**src/rtl/spi_reg_host.sv**
```systemverilog
// Host-side SPI mode-0 master: one start request becomes a 16-bit frame (command byte, data byte)
// and returns the status and data bytes shifted in from the register slave.
module spi_reg_host #(
  parameter int ADDR_W      = 3,
  parameter int REG_W       = 8,
  parameter int HALF_PERIOD = 4
) (
  input  logic              clk,
  input  logic              rstb,
  input  logic              ena,
  input  logic              start,
  input  logic              rw,
  input  logic [ADDR_W-1:0] addr,
  input  logic [REG_W-1:0]  wdata,
  output logic              busy,
  output logic              done,
  output logic [REG_W-1:0]  rdata,
  output logic [REG_W-1:0]  status,
  output logic              spi_clk,
  output logic              spi_cs_n,
  output logic              spi_mosi,
  input  logic              spi_miso
);

  localparam int FRAME_W = 2 * REG_W;
  localparam int HCNT_W  = $clog2(HALF_PERIOD);
  localparam int BCNT_W  = $clog2(FRAME_W);
  localparam logic [HCNT_W-1:0] HCNT_LAST = HCNT_W'(HALF_PERIOD - 1);
  localparam logic [BCNT_W-1:0] BCNT_LAST = BCNT_W'(FRAME_W - 1);

  typedef enum logic [2:0] {
    IDLE,
    SETUP,
    SHIFT_HI,
    SHIFT_LO,
    HOLD,
    GAP
  } state_e;

  state_e              state_q, state_d;
  logic [HCNT_W-1:0]   hcnt_q, hcnt_d;
  logic [BCNT_W-1:0]   bcnt_q, bcnt_d;
  logic [FRAME_W-1:0]  tx_q, tx_d;
  logic [FRAME_W-1:0]  rx_q, rx_d;
  logic                busy_q, busy_d;
  logic                done_q, done_d;
  logic                sclk_q, sclk_d;
  logic                cs_n_q, cs_n_d;
  logic                mosi_q, mosi_d;
  logic [REG_W-1:0]    rdata_q, rdata_d;
  logic [REG_W-1:0]    status_q, status_d;
  logic [REG_W-1:0]    cmd_byte;
  logic [REG_W-1:0]    data_byte;
  logic                last_half;

  assign last_half = (hcnt_q == HCNT_LAST);

  // Reads transmit a zero data byte regardless of wdata.
  always_comb begin
    cmd_byte               = '0;
    cmd_byte[REG_W-1]      = rw;
    cmd_byte[ADDR_W-1:0]   = addr;
    data_byte              = rw ? wdata : '0;
  end

  always_comb begin
    state_d  = state_q;
    hcnt_d   = last_half ? '0 : hcnt_q + 1'b1;
    bcnt_d   = bcnt_q;
    tx_d     = tx_q;
    rx_d     = rx_q;
    busy_d   = busy_q;
    done_d   = 1'b0;
    sclk_d   = sclk_q;
    cs_n_d   = cs_n_q;
    mosi_d   = mosi_q;
    rdata_d  = rdata_q;
    status_d = status_q;
    case (state_q)
      IDLE: begin
        hcnt_d = '0;
        if (start) begin
          state_d = SETUP;
          tx_d    = {cmd_byte, data_byte};
          mosi_d  = cmd_byte[REG_W-1];
          bcnt_d  = '0;
          busy_d  = 1'b1;
          cs_n_d  = 1'b0;
          sclk_d  = 1'b0;
        end
      end
      SETUP, SHIFT_LO: begin
        if (last_half) begin
          state_d = SHIFT_HI;
          sclk_d  = 1'b1;
          rx_d    = {rx_q[FRAME_W-2:0], spi_miso};
        end
      end
      SHIFT_HI: begin
        if (last_half) begin
          sclk_d = 1'b0;
          if (bcnt_q == BCNT_LAST) begin
            state_d = HOLD;
            mosi_d  = 1'b0;
            bcnt_d  = '0;
          end else begin
            state_d = SHIFT_LO;
            mosi_d  = tx_q[FRAME_W-2];
            tx_d    = {tx_q[FRAME_W-2:0], 1'b0};
            bcnt_d  = bcnt_q + 1'b1;
          end
        end
      end
      HOLD: begin
        if (last_half) begin
          state_d  = GAP;
          cs_n_d   = 1'b1;
          done_d   = 1'b1;
          status_d = rx_q[FRAME_W-1:REG_W];
          rdata_d  = rx_q[REG_W-1:0];
        end
      end
      GAP: begin
        if (last_half) begin
          state_d = IDLE;
          busy_d  = 1'b0;
        end
      end
      default: state_d = IDLE;
    endcase
  end

  always_ff @(posedge clk or negedge rstb) begin
    if (!rstb) begin
      state_q  <= IDLE;
      hcnt_q   <= '0;
      bcnt_q   <= '0;
      tx_q     <= '0;
      rx_q     <= '0;
      busy_q   <= 1'b0;
      done_q   <= 1'b0;
      sclk_q   <= 1'b0;
      cs_n_q   <= 1'b1;
      mosi_q   <= 1'b0;
      rdata_q  <= '0;
      status_q <= '0;
    end else if (ena) begin
      state_q  <= state_d;
      hcnt_q   <= hcnt_d;
      bcnt_q   <= bcnt_d;
      tx_q     <= tx_d;
      rx_q     <= rx_d;
      busy_q   <= busy_d;
      done_q   <= done_d;
      sclk_q   <= sclk_d;
      cs_n_q   <= cs_n_d;
      mosi_q   <= mosi_d;
      rdata_q  <= rdata_d;
      status_q <= status_d;
    end
  end

  assign busy     = busy_q;
  assign done     = done_q;
  assign rdata    = rdata_q;
  assign status   = status_q;
  assign spi_clk  = sclk_q;
  assign spi_cs_n = cs_n_q;
  assign spi_mosi = mosi_q;

endmodule

```
**config.mk**
```make
export PLATFORM = sky130hd
export DESIGN_NAME = spi_reg_host
export DESIGN_NICKNAME = d
export VERILOG_FILES = /design/src/rtl/spi_reg_host.sv
export SDC_FILE = /design/constraint.sdc
export NUM_CORES = 1
export LEC_CHECK = 0
export CELL_PAD_IN_SITES_DETAIL_PLACEMENT = 0
export CELL_PAD_IN_SITES_GLOBAL_PLACEMENT = 1
export CORE_AREA = 2 2 78 80
export DETAILED_ROUTE_END_ITERATION = 8
export DIE_AREA = 0 0 80 82
export PLACE_DENSITY = 0.87
export SLEW_MARGIN = 15
export SYNTH_ARGS = -nofsm -noshare
export SYNTH_HDL_FRONTEND = slang
export SYNTH_SLANG_ARGS = --single-unit
export TNS_END_PERCENT = 50
```
**constraint.sdc**
```tcl
create_clock -name clk -period 2.7 [get_ports clk]
set_input_delay 0.81 -clock clk [delete_from_list [all_inputs] [get_ports clk]]
set_output_delay 0.81 -clock clk [all_outputs]
set_load 0.02 [all_outputs]
```
==> reports/results.ini, run 1 <==
[power_and_ir_drop]
switching_power_uw = 728
p_int_uw = 1980
p_comb_frac = 0.198
leakagePower_uw = 0.00154
power_uw = 2710
ir_drop_uv = 385
pwr-share-clk = 0.359
switching_share = 0.268
seqPwrFrac = 0.443
power.density_nw_per_um2 = 816

[setup_path]
crit_slowest_cell = clkdlybuf4s50_1
cp.required_ns = 1.89
r2r-start = state_q[2]
r2r_cells = 3
crit_fanout = 3
critical_path_class = register to output pin
timing.rr.end = tx_q[11]
crit_path_start_kind = register
cpLargestDelayFamily = buffers and inverters
cp_cell_sequence = clkdlybuf4s50_1
crit_arrival_ns = 1.48
max_stage_delay_ns = 0.60
crit_path_end_kind = output pin
r2r_slack_ns = 0.82
cp_num_buf_inv = 1

[cells_and_area]
syn_to_final_growth_pct = 25.7
n_antenna_cell = 0
final_nets = 263
design_area_um2 = 3320
final_cells = 324
fillers = 490
drive_gt1_frac = 0.233
post-route-util = 0.578

[synth]
ys_ff_latch = 61
ys_seq_area_frac = 0.578
synth_commonest_cells = dfrtp_1, mux2_2, nand2_1
synth_edf_count = 0
synth_top_cell_area_share = 0.568
synth-async-reset-ratio = 1.00
yosysTopAreaCell = dfrtp_1
synth_warnings = 0
yosysMostFrequentCell = dfrtp_1
yosys-top-cells-area = dfrtp_1, mux2_2, o2bb2ai_1, mux2_1, a22oi_1
syn_inst = 202
syn_avg_cell_area_um2 = 13.1
ys.flop_type = dfrtp_1
syn_nets = 221
syn_area_um2 = 2640
synth_cell_types = 39

[placed_design]
port_buffers = 37
dpl.hpwl_mm = 3.08
placed_area_um2 = 3080
gp_congestion = 0.815
dpl.cell_count = 308

[clock_tree]
post_cts_resized = 0
hold_buffers = 0
clk_path_buf_depth = 2
post_cts_buffers = 0
clock-root-buffer = clkbuf_8
numClockSinks = 61
cts_buffers = 9
clock_latency_ns = 0.33
htree_levels = 3
clk_pin_slew_ns = 0.07
cts_tree = done

[route]
route.vias.total = 1728
dr.pass1.iters = 4
drt_iter0_drc = 142
wirelength_mm = 4.68
wl_per_cell_um = 14.4
drc = 0
postRouteAntennaNets = 0
vias_per_cell = 5.33

[timing]
fmax_mhz = 437
fin_crit_sh = 0.848
worstMarginPinSlew_ns = 0.515
finalCriticalPeriod_ns = 2.29
skew_ns = 0.00610
max_slew_margin = 0.657
rsz0062_at_grt = no
setup_viol_count_final = 0
setup-tns-final_ns = 0
maxSlewViolCount = 0
timing.final.hold_violations = 0

[hold_path]
worst_hold_path_type = input port to asynchronous set/reset pin

[global_routing]
grt_pass1_wl_mm = 7.76
grt_usage = 0.155
grt_pass1_vias = 1668
grt.overflow.total = 0
grt_max_degree = 41
antenna_found_initial = 0

[die]
die_h_um = 82
rows = 28
core_um2 = 5750
pin_count = 38
start_util = 0.460
die_x_um = 80
dieArea_um2 = 6560

[run]
maxCapViolations = 0

[outcome]
status = complete, no violations

==> worst max-delay path by stage <==
stage / from / end / slack (ns) / cells past startpoint
floorplan: ena / rdata[0] / 0.64 / 5
global placement: ena / rdata[1] / 0.33 / 5
detailed placement: ena / rdata[1] / 0.32 / 5
CTS: spi_cs_n / spi_cs_n / 0.40 / 1
global route: spi_cs_n / spi_cs_n / 0.39 / 1
finish: spi_cs_n / spi_cs_n / 0.41 / 1
==> registers in the layout (all words and copies together) (netlist names), 2 cells and up <==
| name | flops |
|---|---|
| bcnt_q | 4 |
| hcnt_q | 2 |
| rdata | 8 |
| rx_q | 16 |
| state_q | 3 |
| status | 8 |
| tx_q | 15 |
==> power groups by stage <==
| stage | Clock, uW | Combinational [uW] | Sequential (uW) |
|---|---|---|---|
| after global routing | 1030 | 600 | 1220 |
| after floorplan | 0 | 450 | 1180 |
| after CTS | 996 | 546 | 1200 |
| after detailed placement | 0 | 543 | 1220 |
| final | 973 | 538 | 1200 |
| after global placement | 0 | 534 | 1210 |
==> cell families after synthesis <==
kind of cell,after synthesis,synth area share
flip-flops,61,0.578
AO/OA/AOI/OAI,47,0.134
AND/OR/NAND/NOR,40,0.0848
multiplexers,36,0.153
buffers and inverters,16,0.0412
adder cells (fa/ha/maj),2,0.00947
==> stage by stage <==
| stage | worst slack [ns] | hold WS, ns |
|---|---|---|
| finish | 0.411 | 0.446 |
| global route | 0.387 | 0.480 |
| CTS | 0.404 | 0.460 |
| detailed placement | 0.320 | 0.478 |
| global placement | 0.325 | 0.468 |
| floorplan | 0.645 | 0.457 |
==> area by class of cell <==
class                   count  area, um2  share of cell area
clock inverters             4       95.1              0.0286
repair buffers             44        443               0.133
flip-flops and latches     61       1530               0.460
clock buffers              12        145              0.0437
multi-input cells         125       1010               0.303
well taps                  75       93.8              0.0282
inverters                   3       11.3             0.00339
==> metal layers <==
metal	vias to the layer above	track usage	share of wire
li1	833	-	-
met1	842	0.205	0.47
met2	47	0.233	0.46
met3	6	0.0516	0.056
met4	0	0.0678	0.011
met5	-	0	0
==> worst register-to-register path, delay by kind of cell, from the launching register on <==
family | cells | cell delay, ns
compound gates | 2 | 0.69
flops | 1 | 0.54
simple gates | 1 | 0.59
==> placed cells by master, fill, tap and decap left out, drive strengths merged, types with 4 or more instances in the layout <==
cell           instances
nand2                 12
mux2                  35
a22oi                  7
dfrtp                 60
o2bb2ai                9
a22o                   4
nand3                  6
nor3                   4
clkbuf                12
clkdlybuf4s50         36
buf                    8
o22ai                  4
nor2                   8
o21ai                  6
Power figures use the tool's default switching activity.
==> run 2: changes to the inputs <==
--- a/config.mk
+++ b/config.mk
@@ -7,10 +7,10 @@
 export LEC_CHECK = 0
 export CELL_PAD_IN_SITES_DETAIL_PLACEMENT = 0
 export CELL_PAD_IN_SITES_GLOBAL_PLACEMENT = 1
-export CORE_AREA = 2 2 78 80
+export CORE_AREA = 2 2 81 83
 export DETAILED_ROUTE_END_ITERATION = 8
-export DIE_AREA = 0 0 80 82
-export PLACE_DENSITY = 0.87
+export DIE_AREA = 0 0 83 85
+export PLACE_DENSITY = 0.82
 export SLEW_MARGIN = 15
 export SYNTH_ARGS = -nofsm -noshare
 export SYNTH_HDL_FRONTEND = slang
==> constraint.sdc (replaced) <==
create_clock -name clk -period 2.33 [get_ports clk]
set_input_delay 0.699 -clock clk [delete_from_list [all_inputs] [get_ports clk]]
set_output_delay 0.699 -clock clk [all_outputs]
set_load 0.02 [all_outputs]
==> reports/results.ini, run 2 (synthesized netlist as in run 1, its figures left out) <==
[outcome]
status = complete, no violations

[global_routing]
grt_pass1_vias = 1755  ; +5.2%
antenna_found_initial = 0  ; unchanged
grt_max_degree = 62  ; +51%
grt.overflow.total = 0  ; unchanged
grt_pass1_wl_mm = 8.57  ; +10%
grt_usage = 0.156  ; +0.00120

[power_and_ir_drop]
leakagePower_uw = 0.00158  ; +2.5%
ir_drop_uv = 589  ; +53%
power.density_nw_per_um2 = 923  ; +13%

[timing]
setup_viol_count_final = 0  ; unchanged
skew_ns = 0.00870  ; +0.00260 ns
setup-tns-final_ns = 0  ; unchanged
worst_slack_ns = 0.164  ; -0.246 ns
timing.final.hold_violations = 0  ; unchanged
fmax_mhz = 462
finalCriticalPeriod_ns = 2.17
worstMarginPinSlew_ns = 0.508  ; -0.00615 ns
max_slew_margin = 0.661  ; +0.00405
fin_crit_sh = 0.929
rsz0062_at_grt = no
maxSlewViolCount = 0  ; unchanged

[die]
rows = 29  ; +3.6%
core_um2 = 6200  ; +8.0%
die_x_um = 83  ; +3.8%
die_h_um = 85  ; +3.7%
start_util = 0.426  ; -0.0340
pin_count = 38  ; unchanged
dieArea_um2 = 7060  ; +7.5%

[setup_path]
crit_fanout = 3  ; unchanged
cp.required_ns = 1.63  ; -0.26 ns
cp_num_buf_inv = 1  ; unchanged
cpLargestDelayFamily = buffers and inverters
max_stage_delay_ns = 0.59  ; about the same
critical_path_class = register to output pin
crit_arrival_ns = 1.47  ; about the same
r2r-start = state_q[0]
crit_slowest_cell = clkdlybuf4s50_1
crit_path_start_kind = register
crit_end = spi_cs_n
r2r_slack_ns = 0.47  ; -0.35 ns
worstSetupStartpoint = spi_cs_n
crit_cells = 1  ; unchanged
timing.rr.end = tx_q[14]
cp_cell_sequence = clkdlybuf4s50_1
r2r_cells = 3  ; unchanged
crit_path_end_kind = output pin

[route]
wirelength_mm = 4.92  ; +5.0%
postRouteAntennaNets = 0  ; unchanged
drc = 0  ; unchanged
wl_per_cell_um = 14.8  ; +2.2%
route.vias.total = 1811  ; +4.8%
vias_per_cell = 5.44  ; +2.0%
drt_iter0_drc = 82  ; -42%
dr.pass1.iters = 4  ; unchanged

[cells_and_area]
syn_to_final_growth_pct = 28.3
n_antenna_cell = 0  ; unchanged
fillers = 540  ; +10%
design_area_um2 = 3390  ; +2.0%
final_common_cell = dfrtp_1
largest_reg_flops = 16  ; unchanged
max_flop_register = rx_q
final_nets = 271  ; +3.0%
final_cell_mix = dfrtp_1, clkdlybuf4s50_1, mux2_2
reg_top3 = rx_q (16), tx_q (15)
drive_gt1_frac = 0.262  ; +0.0288
post-route-util = 0.546  ; -0.0319

[placed_design]
dpl.hpwl_mm = 3.19  ; +3.5%
port_buffers = 37  ; unchanged
placed_area_um2 = 3160  ; +2.4%
post-place-ws_ns = 0.0566  ; -0.263 ns
gp_congestion = 0.794  ; -2.5%

[clock_tree]
numClockSinks = 61  ; unchanged
post_cts_buffers = 0  ; unchanged
cts_tree = done
clk_path_buf_depth = 2  ; unchanged
cts_buffers = 9  ; unchanged
hold_buffers = 0  ; unchanged
clock-root-buffer = clkbuf_8
clock_latency_ns = 0.34  ; about the same
htree_levels = 3  ; unchanged
clk_pin_slew_ns = 0.07  ; about the same
post_cts_resized = 0  ; unchanged

[run]
maxCapViolations = 0  ; unchanged

[hold_path]
worst_hold_path_type = input port to asynchronous set/reset pin

run 2: per-layer routing:
| layer | global-route usage | up-vias | wire length (um) |
|---|---|---|---|
| met3 | 0.0671 | 5 | 210 |
| met1 | 0.205 | 913 | 2310 |
| li1 | - | 855 | - |
| met2 | 0.229 | 38 | 2320 |
| met4 | 0.0626 | 0 | 70 |
| met5 | 0 | - | 0 |
run 2: power by group:
group	switching [uW]	internal (uW)	leakage, uW	total (uW)
combinational	311	335	0.000649	647
clock	406	684	0.000115	1090
sequential	149	1240	0.000815	1390
total	866	2260	0.00158	3130
run 2: worst min path at each step:
stage | slack [ns] | end
floorplan | 0.40 | bcnt_q[0]
global placement | 0.46 | spi_mosi
detailed placement | 0.47 | rdata[6]
CTS | 0.36 | tx_q[4]
global route | 0.38 | tx_q[4]
finish | 0.35 | tx_q[3]
run 2: layout make-up:
cell class	instances	area [um2]	area share
Clock buffer	12	165	0.0487
Sequential cell	61	1530	0.451
Tap cell	77	96.3	0.0284
Timing Repair Buffer	52	515	0.152
Clock inverter	3	67.6	0.0199
Multi-Input combinational cell	125	1010	0.297
Inverter	3	11.3	0.00332
run 2: metrics by stage:
stage          power [uW]  hold slack, ns  instances
5_1_grt              3310           0.375        333
2_1_floorplan        1890           0.403        202
3_5_place_dp         2060           0.474        318
3_3_place_gp         2040           0.461        318
6_report             3130           0.346        333
4_1_cts              3160           0.362        333
